`config.mk`:
```
export PLATFORM = sky130hd
export DESIGN_NAME = regfile_sb_flat
export DESIGN_NICKNAME = d
export VERILOG_FILES = /design/src/rtl/regfile_sb_pkg.sv /design/src/rtl/regfile_sb_if.sv /design/src/rtl/regfile_sb_rdport.sv /design/src/rtl/regfile_sb.sv /design/src/flat_wrapper.sv
export SDC_FILE = /design/constraint.sdc
export NUM_CORES = 1
export LEC_CHECK = 0
export BUFFER_PORTS_ARGS = -buffer_cell sky130_fd_sc_hd__buf_4
export CAP_MARGIN = 20
export CORE_MARGIN = 8
export CORE_UTILIZATION = 45
export CTS_BUF_LIST = sky130_fd_sc_hd__clkbuf_4 sky130_fd_sc_hd__clkbuf_8 sky130_fd_sc_hd__clkbuf_16
export CTS_CLUSTER_DIAMETER = 80
export DETAILED_ROUTE_END_ITERATION = 16
export HOLD_SLACK_MARGIN = 0.08
export PLACE_DENSITY = 0.63
export SYNTH_ARGS = -nofsm -noshare
export SYNTH_HDL_FRONTEND = slang
export SYNTH_SLANG_ARGS = --single-unit
```
`constraint.sdc`:
```
create_clock -name Clk -period 4 [get_ports Clk]
set_input_delay 0.4 -clock Clk [delete_from_list [all_inputs] [get_ports Clk]]
set_output_delay 0.4 -clock Clk [all_outputs]
set_load 0.01 [all_outputs]
```
`src/rtl/regfile_sb_pkg.sv`:
```
// Purpose: shared types, depth computation and port-slice helper for the register file and related multi-port datapath blocks.
// Latency: none; holds only types, constants and constant functions.
// Backpressure: none.
package regfile_sb_pkg;

    // Two-state lifecycle: sweep the array to zero, then normal operation.
    typedef enum logic {
        ST_CLEAR = 1'b0,
        ST_RUN   = 1'b1
    } state_t;

    // Number of registers addressed by an addrW-bit address.
    function automatic int calcDepth(input int addrW);
        return 1 << addrW;
    endfunction

    localparam int DEF_ADDR_W = 5;
    localparam int DEF_DEPTH  = calcDepth(DEF_ADDR_W);

    // Low bit of port `port` inside a packed bus of `width`-bit slices.
    function automatic int portLo(input int port, input int width);
        return port * width;
    endfunction

endpackage

```
`src/rtl/regfile_sb_if.sv`:
```
// Purpose: decode/writeback bus of the register file (read ports, write port, scoreboard set, Ready).
// Latency: n/a; master drives addresses/strobes, slave returns combinational read data and pending bits.
// Backpressure: none; the master must hold off until Ready is high.
// Ports: RdAddr/RdData/RdPending packed per read port, WrEn/WrAddr/WrData, SetEn/SetAddr, Ready.
interface regfile_sb_if #(
    parameter int DATA_W = 32,
    parameter int ADDR_W = 5,
    parameter int NUM_RD = 2
);
    logic                     Ready;
    logic [NUM_RD*ADDR_W-1:0] RdAddr;
    logic [NUM_RD*DATA_W-1:0] RdData;
    logic [NUM_RD-1:0]        RdPending;
    logic                     WrEn;
    logic [ADDR_W-1:0]        WrAddr;
    logic [DATA_W-1:0]        WrData;
    logic                     SetEn;
    logic [ADDR_W-1:0]        SetAddr;

    modport master (
        input  Ready, RdData, RdPending,
        output RdAddr, WrEn, WrAddr, WrData, SetEn, SetAddr
    );

    modport slave (
        output Ready, RdData, RdPending,
        input  RdAddr, WrEn, WrAddr, WrData, SetEn, SetAddr
    );
endinterface

```
`src/rtl/regfile_sb_rdport.sv`:
```
// Purpose: one read port: zero-register forcing, same-cycle write bypass, pending-bit mux.
// Latency: purely combinational from rdAddr / write port to rdData / rdPending.
// Backpressure: none.
// Ports: run (array usable), rdAddr, arrData/arrPending (array contents at rdAddr),
//        wrEn/wrAddr/wrData (writeback this cycle), rdData/rdPending (port outputs).
module regfile_rdport #(
    parameter int DATA_W   = 32,
    parameter int ADDR_W   = 5,
    parameter int ZERO_REG = 1,
    parameter int BYPASS   = 1
) (
    input  logic              run,
    input  logic [ADDR_W-1:0] rdAddr,
    input  logic [DATA_W-1:0] arrData,
    input  logic              arrPending,
    input  logic              wrEn,
    input  logic [ADDR_W-1:0] wrAddr,
    input  logic [DATA_W-1:0] wrData,
    output logic [DATA_W-1:0] rdData,
    output logic              rdPending
);
    logic isZero;
    logic isBypass;

    assign isZero   = (ZERO_REG != 0) && (rdAddr == '0);
    assign isBypass = (BYPASS != 0) && wrEn && (wrAddr == rdAddr);

    always_comb begin
        rdData    = '0;
        rdPending = 1'b0;
        // While clearing, stale array contents must not leak out.
        if (run && !isZero) begin
            if (isBypass) begin
                // The write lands this edge, which also clears the pending bit.
                rdData = wrData;
            end else begin
                rdData    = arrData;
                rdPending = arrPending;
            end
        end
    end
endmodule

```
`src/rtl/regfile_sb.sv`:
```
// Purpose: parametrised register file with write-to-read bypass, pending-write scoreboard and reset clear sweep.
// Latency: writes/scoreboard updates one edge; reads combinational; Ready DEPTH cycles after Rst falls.
// Backpressure: none; writes and sets are dropped until Ready.
// Ports: Clk, Rst (sync, active-high), bus (slave side of regfile_sb_if).
module regfile_sb
    import regfile_sb_pkg::*;
#(
    parameter int DATA_W   = 32,
    parameter int ADDR_W   = 5,
    parameter int NUM_RD   = 2,
    parameter int ZERO_REG = 1,
    parameter int BYPASS   = 1
) (
    input  logic       Clk,
    input  logic       Rst,
    regfile_sb_if.slave bus
);
    localparam int DEPTH = calcDepth(ADDR_W);

    logic [DATA_W-1:0] mem [DEPTH];
    logic [DEPTH-1:0]  pending;
    logic [ADDR_W-1:0] cnt;
    state_t            state;
    logic              readyQ;

    logic isRun;
    logic wrOk;
    logic setOk;

    assign isRun = (state == ST_RUN);
    assign wrOk  = isRun && bus.WrEn  && !((ZERO_REG != 0) && (bus.WrAddr  == '0));
    assign setOk = isRun && bus.SetEn && !((ZERO_REG != 0) && (bus.SetAddr == '0));

    assign bus.Ready = readyQ;

    // Control: FSM, clear counter and scoreboard.
    always_ff @(posedge Clk) begin
        if (Rst) begin
            state   <= ST_CLEAR;
            cnt     <= '0;
            pending <= '0;
            readyQ  <= 1'b0;
        end else begin
            case (state)
                ST_CLEAR: begin
                    cnt <= cnt + 1'b1;
                    // DEPTH is a power of two, so the last entry is all-ones.
                    if (&cnt) begin
                        state  <= ST_RUN;
                        readyQ <= 1'b1;
                    end
                end
                ST_RUN: begin
                    if (wrOk) begin
                        pending[bus.WrAddr] <= 1'b0;
                    end
                    // Placed after the clear so a same-address set wins.
                    if (setOk) begin
                        pending[bus.SetAddr] <= 1'b1;
                    end
                end
                default: state <= ST_CLEAR;
            endcase
        end
    end

    // Array kept free of reset so it maps onto plain storage; the sweep zeroes it instead.
    always_ff @(posedge Clk) begin
        if (!Rst) begin
            if (state == ST_CLEAR) begin
                mem[cnt] <= '0;
            end else if (wrOk) begin
                mem[bus.WrAddr] <= bus.WrData;
            end
        end
    end

    for (genvar i = 0; i < NUM_RD; i++) begin : gRd
        localparam int AL = portLo(i, ADDR_W);
        localparam int DL = portLo(i, DATA_W);

        logic [ADDR_W-1:0] addr;
        assign addr = bus.RdAddr[AL +: ADDR_W];

        regfile_rdport #(
            .DATA_W  (DATA_W),
            .ADDR_W  (ADDR_W),
            .ZERO_REG(ZERO_REG),
            .BYPASS  (BYPASS)
        ) uPort (
            .run       (isRun),
            .rdAddr    (addr),
            .arrData   (mem[addr]),
            .arrPending(pending[addr]),
            .wrEn      (bus.WrEn),
            .wrAddr    (bus.WrAddr),
            .wrData    (bus.WrData),
            .rdData    (bus.RdData[DL +: DATA_W]),
            .rdPending (bus.RdPending[i])
        );
    end
endmodule

```
`src/flat_wrapper.sv`:
```
// flat-port wrapper written by rule: the top's interface ports become plain ports
module regfile_sb_flat import regfile_sb_pkg::*;
#(
    parameter int DATA_W   = 32,
    parameter int ADDR_W   = 5,
    parameter int NUM_RD   = 2,
    parameter int ZERO_REG = 1,
    parameter int BYPASS   = 1
)
  (Clk, Rst, bus_Ready, bus_RdData, bus_RdPending, bus_RdAddr, bus_WrEn, bus_WrAddr, bus_WrData, bus_SetEn, bus_SetAddr);
  regfile_sb_if #(.DATA_W(DATA_W), .ADDR_W(ADDR_W), .NUM_RD(NUM_RD)) bus_i ();
  input  logic Clk;
  input  logic Rst;
  output wire logic [$bits(bus_i.Ready)-1:0] bus_Ready;
  output wire logic [$bits(bus_i.RdData)-1:0] bus_RdData;
  output wire logic [$bits(bus_i.RdPending)-1:0] bus_RdPending;
  input wire logic [$bits(bus_i.RdAddr)-1:0] bus_RdAddr;
  input wire logic [$bits(bus_i.WrEn)-1:0] bus_WrEn;
  input wire logic [$bits(bus_i.WrAddr)-1:0] bus_WrAddr;
  input wire logic [$bits(bus_i.WrData)-1:0] bus_WrData;
  input wire logic [$bits(bus_i.SetEn)-1:0] bus_SetEn;
  input wire logic [$bits(bus_i.SetAddr)-1:0] bus_SetAddr;
  assign bus_Ready = bus_i.Ready;
  assign bus_RdData = bus_i.RdData;
  assign bus_RdPending = bus_i.RdPending;
  assign bus_i.RdAddr = bus_RdAddr;
  assign bus_i.WrEn = bus_WrEn;
  assign bus_i.WrAddr = bus_WrAddr;
  assign bus_i.WrData = bus_WrData;
  assign bus_i.SetEn = bus_SetEn;
  assign bus_i.SetAddr = bus_SetAddr;
  regfile_sb #(.DATA_W(DATA_W), .ADDR_W(ADDR_W), .NUM_RD(NUM_RD), .ZERO_REG(ZERO_REG), .BYPASS(BYPASS)) u_core (.Clk(Clk), .Rst(Rst), .bus(bus_i));
endmodule
```
==> summary by stage, run 1 <==
Timing
The maximum clock frequency is 283 MHz. Across the routed clock network, the largest skew measured is about 0.035 ns. The count of endpoints failing hold in the final timing report is 0. The final critical-path required period is between 3 and 4 ns. Setup violations remaining at the end of the flow were counted as 0.

The final critical-path share of the clock period is 0.882. The max-slew violation count is 0. The total negative slack for setup checks is 0 ns.

Setup repair after global routing left no endpoint under its margin. The slew at the pin closest to its max-slew limit is between 1 and 1.5 ns. Headroom to the max-slew limit came out at 0.186.

Power and ir drop
The final total power is 0.0242 W. The share of total power dissipated in combinational logic is 0.069. The clock group share of total power is 0.430. The share of total power dissipated in sequential elements is 0.501. Of the total power, the share spent switching nets is 0.225.

The peak supply drop is between 300 and 400 uV. Summed over all nets, the switching power comes to about 0.0054 W. The internal portion of the total power is approximately 0.019 W.

For this design the ratio of total power to cell area is slightly above 400 nW/um^2. The static leakage power is approximately 18 nW.

Global routing
For this run, the total global-route usage over all layers was measured as 0.254. The number of global-route vias before repair came to 32,800. After global routing the overflow that remains totals 0.

The maximum number of pins on one net before global-route repair is 63. The first-pass GRT wire length is roughly 230,000 um. The number of antenna violations at the first check in global routing came to 2.

CTS
The H-tree generated during clock tree synthesis spans 3 levels. For this design, the sink count on the clock tree is roughly 1,100. The post-CTS resize count is 0.

The clock latency on the worst-skew pair is 0.71 ns. The longest clock path from root to sink contains 3 buffers. Buffers added to address setup during post-CTS repair amount to 0. The number of hold buffers added after CTS was 6. The number of buffers created by CTS is 110. The clock transition time at the flip-flop clock pins of the worst setup and hold paths is 0.06 ns. The CTS root buffer is sky130_fd_sc_hd__clkbuf_16. TritonCTS built the clock tree.

Floorplan
Measured along the x axis, the die boundary spans between 300 and 400 um. The core region is ~110,000 sq um. The floorplan has around 120 rows.

The die is approximately 350 um tall. The area of the die is ~120,000 sq um. The effective utilization at floorplan is 0.454. In this run the count of I/O pins placed on the die edge is 123.

Final layout
The multi-input combinational cell area is 18,600 sq um. Registers take 31,500 sq um. From synthesis to final layout, the design area changed by 14.9%. The number of nets in the layout is 3,149. Fill cells in the final layout number slightly below 9,000.

The share of cells above drive strength 1 is 0.294.

Synthesis
The unique cell type count in the Yosys netlist is 56. The fraction of synthesis flops using an asynchronous set or reset pin is 0. The cell with the most instances after synthesis is sky130_fd_sc_hd__edfxtp_1. The number of nets handed over by synthesis was 2,976. The synthesized design spends more area on one cell type than any other, namely sky130_fd_sc_hd__edfxtp_1. The count of flip-flops with a built-in enable after synthesis is approximately 1,000.

During synthesis, Yosys emitted a total of 0 warnings. In this run, synthesis produced a sequential element count of 1,063. Sorting the synthesized cells by how often they occur yields 1,024 x sky130_fd_sc_hd__edfxtp_1, 407 x sky130_fd_sc_hd__mux4_2, 324 x sky130_fd_sc_hd__mux2i_1. The share of the Yosys chip area taken by registers is 0.618. After technology mapping, the gate count stands at slightly below 3,000. The post-synthesis cell area is ~51,000 sq um. A synthesized cell averages between 15 and 20 sq um.

The share of synthesized area in the top cell type comes to 0.602. By area the synthesized netlist is led by sky130_fd_sc_hd__edfxtp_1 60%, sky130_fd_sc_hd__mux4_2 18%, sky130_fd_sc_hd__mux2i_1 6.4%, sky130_fd_sc_hd__a221oi_1 2.2%, sky130_fd_sc_hd__dfxtp_1 1.5%. The most used flip-flop cell after synthesis is sky130_fd_sc_hd__edfxtp_1.

Setup path
STA classifies the critical path endpoint as an output port. STA classifies the critical path startpoint as a flip-flop. STA puts the critical path data arrival time at 3.13 ns. The setup slack of the most critical reg-to-reg path is roughly 0.91 ns. The critical path goes through buf_4 > o311a_1 > o21ai_1 > inv_2 > a221o_1 > buf_4. Data on the critical path is required at its endpoint by roughly 3.6 ns.

The critical path starts at u_core.isRun$_SDFF_PP0_. The cell with the biggest individual delay on the critical path is sky130_fd_sc_hd__inv_2. The worst setup path is of the flip-flop to output port kind. Along the worst path, the maximum fanout reaches 26. In this run the critical register-to-register path is launched from u_core.isRun$_SDFF_PP0_. The cell that appears most often on the critical path is sky130_fd_sc_hd__buf_4. For this run, the slowest stage of the critical path takes approximately 0.86 ns.

Status
The flow ran to the end, and the final reports show no timing, DRC or antenna violations.

Placed design
Detailed placement ended at an HPWL of 97,300 um. The count of buffers added on input and output ports is roughly 120. The weighted congestion reported at the end of routability-driven placement is just under 0.9.

Detailed routing
The routed layout has about 32,000 vias. The average routed wire per standard cell is 34.7 um. In the routed design, unresolved DRC markers number 0. The detailed router finished its first iteration with 4,152 violations. The detail-routed via count per cell is just under 7. The wire length reported by the detailed router is around 160,000 um.

The first detailed-routing pass ran for 6 iterations. In this run the remaining antenna-violating nets after routing total 0.

Flow run
The tool flagged a number of max-cap violations equal to 0.

Hold path
The worst min-delay path startpoint is bus_WrData[4]. The path class of the tightest hold or removal check is input port to flip-flop.
==> placed cells by master (no fill, tap or decap), drive strengths merged, types with 30 or more instances in the layout <==
master,Yosys,final
edfxtp,1024,1024
mux4,407,407
mux2i,324,324
buf,115,296
clkbuf,127,136
a221oi,126,126
a21oi,124,124
nand2,75,75
nor2,66,66
a22oi,63,63
and2,63,63
a221o,60,60
o21bai,59,59
clkinv,2,50
nor2b,42,42
dfxtp,39,39
o21ai,34,34
o311a,30,30
a211o,30,30
==> worst paths after layout <==
path	end	depth (start not counted)
max	bus_RdData[10]	6
min	u_core.mem[11][4]$_DFFE_PP_	2
max reg2reg	u_core.mem[23][18]$_DFFE_PP_	7
min reg2reg	u_core.pending[0]$_SDFFE_PP0P_	1
==> power by group through the flow <==
stage / registers (W) / clock network, W / logic (W)
finish: 0.0121 / 0.0104 / 0.00167
detailed placement: 0.0124 / 0 / 0.00166
global route: 0.0121 / 0.0109 / 0.00174
CTS: 0.0121 / 0.0105 / 0.00167
floorplan: 0.0124 / 0 / 0.00108
global placement: 0.0124 / 0 / 0.00165
==> metal layers <==
metal / global-route usage / vias to the layer above / routed length (um)
li1: - / 12800 / -
met1: 0.332 / 16900 / 61200
met2: 0.421 / 1965 / 79400
met3: 0.0431 / 399 / 14700
met4: 0.108 / 2 / 7330
met5: 0 / - / 7
==> sequential cells by signal (all words and copies together) (netlist names) <==
| name | cells |
|---|---|
| u_core.pending | 32 |
| u_core.cnt | 5 |
| u_core.isRun | 1 |
| u_core.bus.Ready | 1 |
| u_core.mem | 1024 |
==> cell type report <==
class | instances | area share
Sequential cell | 1063 | 0.538
Clock buffer | 135 | 0.0503
Inverter | 8 | 0.000555
Multi-Input combinational cell | 1605 | 0.317
Clock inverter | 69 | 0.0122
Timing Repair Buffer | 303 | 0.0502
Antenna cell | 1 | 0.0000427
Tap cell | 1500 | 0.0320
==> per-stage QoR <==
step	cells	hold WS (ns)	setup slack (ns)	utilization	instance area, sq um
6_report	4684	0.123	0.471	0.521	58700
5_1_grt	4683	0.117	0.424	0.521	58700
4_1_cts	4681	0.0857	0.502	0.521	58600
3_5_place_dp	4471	0.482	0.616	0.488	54900
3_3_place_gp	4470	0.475	0.570	0.488	54900
2_1_floorplan	2918	0.459	0.378	-	51000
==> cell families after synthesis <==
family                     after synthesis  synth area share
muxes                                  733             0.244
DFF                                   1063             0.618
buffers and inverters                  250            0.0239
AOI/OAI and AO/OA                      556            0.0824
xor gates and xnor gates                12           0.00206
adders and majority gates                2          0.000490
and+or+nand+nor                        302            0.0298
==> worst max-delay path, delay by kind of cell, from the launching register on <==
| kind | cells | cell delay, ns |
|---|---|---|
| buffers and inverters | 3 | 1.29 |
| DFF | 1 | 0.36 |
| AOI/OAI and AO/OA | 3 | 0.73 |
Note: power is estimated with default switching activity, not from simulation.
==> run 2: changes to the inputs <==
--- a/config.mk
+++ b/config.mk
@@ -8,12 +8,12 @@
 export BUFFER_PORTS_ARGS = -buffer_cell sky130_fd_sc_hd__buf_4
 export CAP_MARGIN = 20
 export CORE_MARGIN = 8
-export CORE_UTILIZATION = 45
+export CORE_UTILIZATION = 55
 export CTS_BUF_LIST = sky130_fd_sc_hd__clkbuf_4 sky130_fd_sc_hd__clkbuf_8 sky130_fd_sc_hd__clkbuf_16
 export CTS_CLUSTER_DIAMETER = 80
 export DETAILED_ROUTE_END_ITERATION = 16
 export HOLD_SLACK_MARGIN = 0.08
-export PLACE_DENSITY = 0.63
+export PLACE_DENSITY = 0.73
 export SYNTH_ARGS = -nofsm -noshare
 export SYNTH_HDL_FRONTEND = slang
 export SYNTH_SLANG_ARGS = --single-unit
==> summary by stage, run 2 (synthesis results as in run 1) <==
Power and ir drop
The share of total power dissipated in the clock network is 0.424. The share of total power dissipated in combinational logic is 0.069. The static leakage power is 18.2 nW. In this run the power density over the cells is approximately 410 nW/um^2. The share of total power dissipated in sequential elements is 0.507. Of the total power, the share spent switching nets is 0.224. Cell internal power was estimated by the tool at 0.0186 W.

VDD sags by at most around 470 uV. Summed over all nets, the switching power comes to between 0.005 and 0.006 W.

Final layout
The diode insertion count for antenna repair is 0. The area growth from synthesis to final layout is 14.0%. The number of cells in the finished layout apart from fillers is ~4,400.

The final cell utilization of the core is 0.634. The number of nets in the layout is approximately 3,100. More flip-flops sit in one register than any other, and that register is u_core.mem.

After routing the design area is approximately 58,000 sq um. The flip-flop count of the largest register, all copies and words added is 1,024. In the final layout, the registers with the most flip-flops are u_core.mem: 1024 flops, u_core.pending: 32 flops, u_core.cnt: 5 flops. Of the cells placed in the final design, the portion with a size suffix greater than 1 is 0.288. The commonest non-fill, non-tap cell in the layout is sky130_fd_sc_hd__edfxtp_1. The library cells used most frequently in the layout, excluding fill and tap cells, are 1,024 x sky130_fd_sc_hd__edfxtp_1, 407 x sky130_fd_sc_hd__mux4_2, 324 x sky130_fd_sc_hd__mux2i_1.

Global routing
The total overflow left after global routing is 0. The first-pass GRT wire length is ~230,000 um. The met3 track utilization from global routing is 0.0647.

The number of global-route vias before repair is 33,100. The number of antenna violations at the first check in global routing was 1. The met2 layer usage reported by global route is 0.482.

The met1 track demand over resource in global routing is 0.393. The maximum number of pins on one net before global-route repair is 81. After global routing, the most crowded layer is met2.

In the global route stage, overall resource usage came out at 0.302.

Setup path
For this run, the slowest stage of the critical path takes approximately 0.58 ns. The category of the critical setup timing path is input port to output port. The sort of element at the start of the critical path is an input port.

The critical path data required time is between 3 and 4 ns. The endpoint kind of the worst setup timing path is an output port. The arrival time at the worst endpoint is 3.03 ns.

The most numerous cell on the critical path is sky130_fd_sc_hd__buf_4. In this run the worst path has a maximum fanout of 64. The worst reg-to-reg path cell count is 6. Traced cell by cell, the critical path runs through buf_8 > xnor2_1 > nand3_1 > o211ai_1 > buf_4 > a21oi_1 > a211o_1 > buf_4. On the critical path, the stage with the largest delay is an instance of sky130_fd_sc_hd__buf_8.

Timing
Timing would allow up to ~290 MHz. Measured against its own limit, the worst slew margin works out to 0.269. The final critical-path share of the clock period is 0.857. For the final routed database, the setup TNS stands at 0 ns. For the pin with the worst max-slew slack, the measured transition is between 1 and 1.5 ns. Once routing completed, OpenROAD measured the worst setup slack at 0.570 ns. The count of endpoints failing setup in the final report is 0. The max-slew violation count is 0. Subtracting the final worst setup slack from the clock period gives 3.43 ns.

The count of endpoints failing hold in the final timing report is 0. Setup repair after global routing left no endpoint under its margin. The clock skew after layout is between 0.04 and 0.05 ns.

CTS
After clock tree synthesis, the clock-pin slew on the worst setup and hold paths is about 0.06 ns. The tree is rooted in a sky130_fd_sc_hd__clkbuf_16. The post-CTS resize count is 0.

The clock latency on the worst-skew pair is 0.71 ns. The clock passes through at most 3 buffers. In this run, CTS created clock tree buffers numbering 106.

Post-CTS timing repair inserted 0 buffers for setup. TritonCTS built the clock tree. The clock sink count is about 1,100.

The number of H-tree levels is 3.

Detailed routing
Across all layers, the routed design uses about 33,000 vias. The DRC violation total after the first TritonRoute iteration is 4,354. The remaining design rule violation count is 0. The number of detailed-route iterations in the first pass is 6.

The average routed wire per standard cell is 36.0 um. In the routed layout, each cell is associated on average with a via count of 7.43. For this block, the routed nets add up to between 150,000 and 200,000 um of wire. The detail route stage leaves a number of antenna-violating nets equal to 0.

Floorplan
The height of the chip is ~320 um. The cell row count is ~110. From left edge to right edge, the die measures 321 um. The region available for standard cell placement spans 91,800 sq um. The area of the die is 103,000 sq um. The effective utilization at floorplan is 0.556. The I/O pin total is 123.

Status
The run finished with clean final reports.

Flow run
The tool flagged a number of max-cap violations equal to 0.

Placed design
The weighted congestion reported at the end of routability-driven placement is about 0.86. The count of buffers added on input and output ports is between 100 and 150. Prior to clock tree synthesis, the placed netlist has a worst setup slack of about 0.54 ns.

In this run, placement finished with an instance count of 4,189. The HPWL reported at the end of detailed placement is between 90,000 and 100,000 um. The instance area after placement is approximately 55,000 sq um.

Hold path
The class of the worst hold path is input port to flip-flop. Along the worst hold path, the cell count comes to 2.
==> run 2: final timing paths <==
path	start	slack [ns]	endpoint
setup / recovery	bus_RdAddr[5]	0.57	bus_RdData[59]
hold / removal	Rst	0.18	u_core.cnt[4]$_SDFFE_PP0N_
setup reg to reg	u_core.isRun$_SDFF_PP0_	0.92	u_core.mem[17][30]$_DFFE_PP_
hold reg to reg	u_core.pending[0]$_SDFFE_PP0P_	0.49	u_core.pending[0]$_SDFFE_PP0P_
==> run 2: power groups by stage <==
stage / Clock (W) / Sequential, W / Combinational (W)
after floorplan: 0 / 0.0124 / 0.00108
after global placement: 0 / 0.0124 / 0.00158
after detailed placement: 0 / 0.0124 / 0.00161
after CTS: 0.0102 / 0.0121 / 0.00162
after global routing: 0.0106 / 0.0121 / 0.00170
final: 0.0101 / 0.0121 / 0.00164
==> run 2: through the flow <==
| step | total power (W) | hold WS (ns) |
|---|---|---|
| after global routing | 0.0244 | 0.176 |
| after CTS | 0.0239 | 0.139 |
| after global placement | 0.0140 | 0.470 |
| after detailed placement | 0.0140 | 0.476 |
| after floorplan | 0.0134 | 0.459 |
| final | 0.0239 | 0.176 |
==> run 2: layout make-up <==
type	count	area, sq um
Fill cell	6218	33600
Tap cell	1243	1560
Clock buffer	120	2780
Timing Repair Buffer	278	2930
Multi-Input combinational cell	1605	18600
Inverter	8	32.5
Clock inverter	80	781
Sequential cell	1063	31500
==> run 2: critical path: cells and delay by family <==
kind            cells  cell delay, ns
simple gates        1            0.20
buf+inv             3            1.16
xor+xnor            1            0.22
compound gates      3            1.00
==> run 2: timing repair <==
action / CTS / global route
endpoints found under the hold margin: 8 / 0
hold buffers: 5 / 0
setup endpoints to repair: 0 / 0
==> run 2: routing by layer <==
| metal | part of all wire | wire [um] |
|---|---|---|
| met1 | 0.35 | 55800 |
| met2 | 0.48 | 75600 |
| met3 | 0.12 | 18300 |
| met4 | 0.055 | 8780 |
| met5 | 0 | 0 |
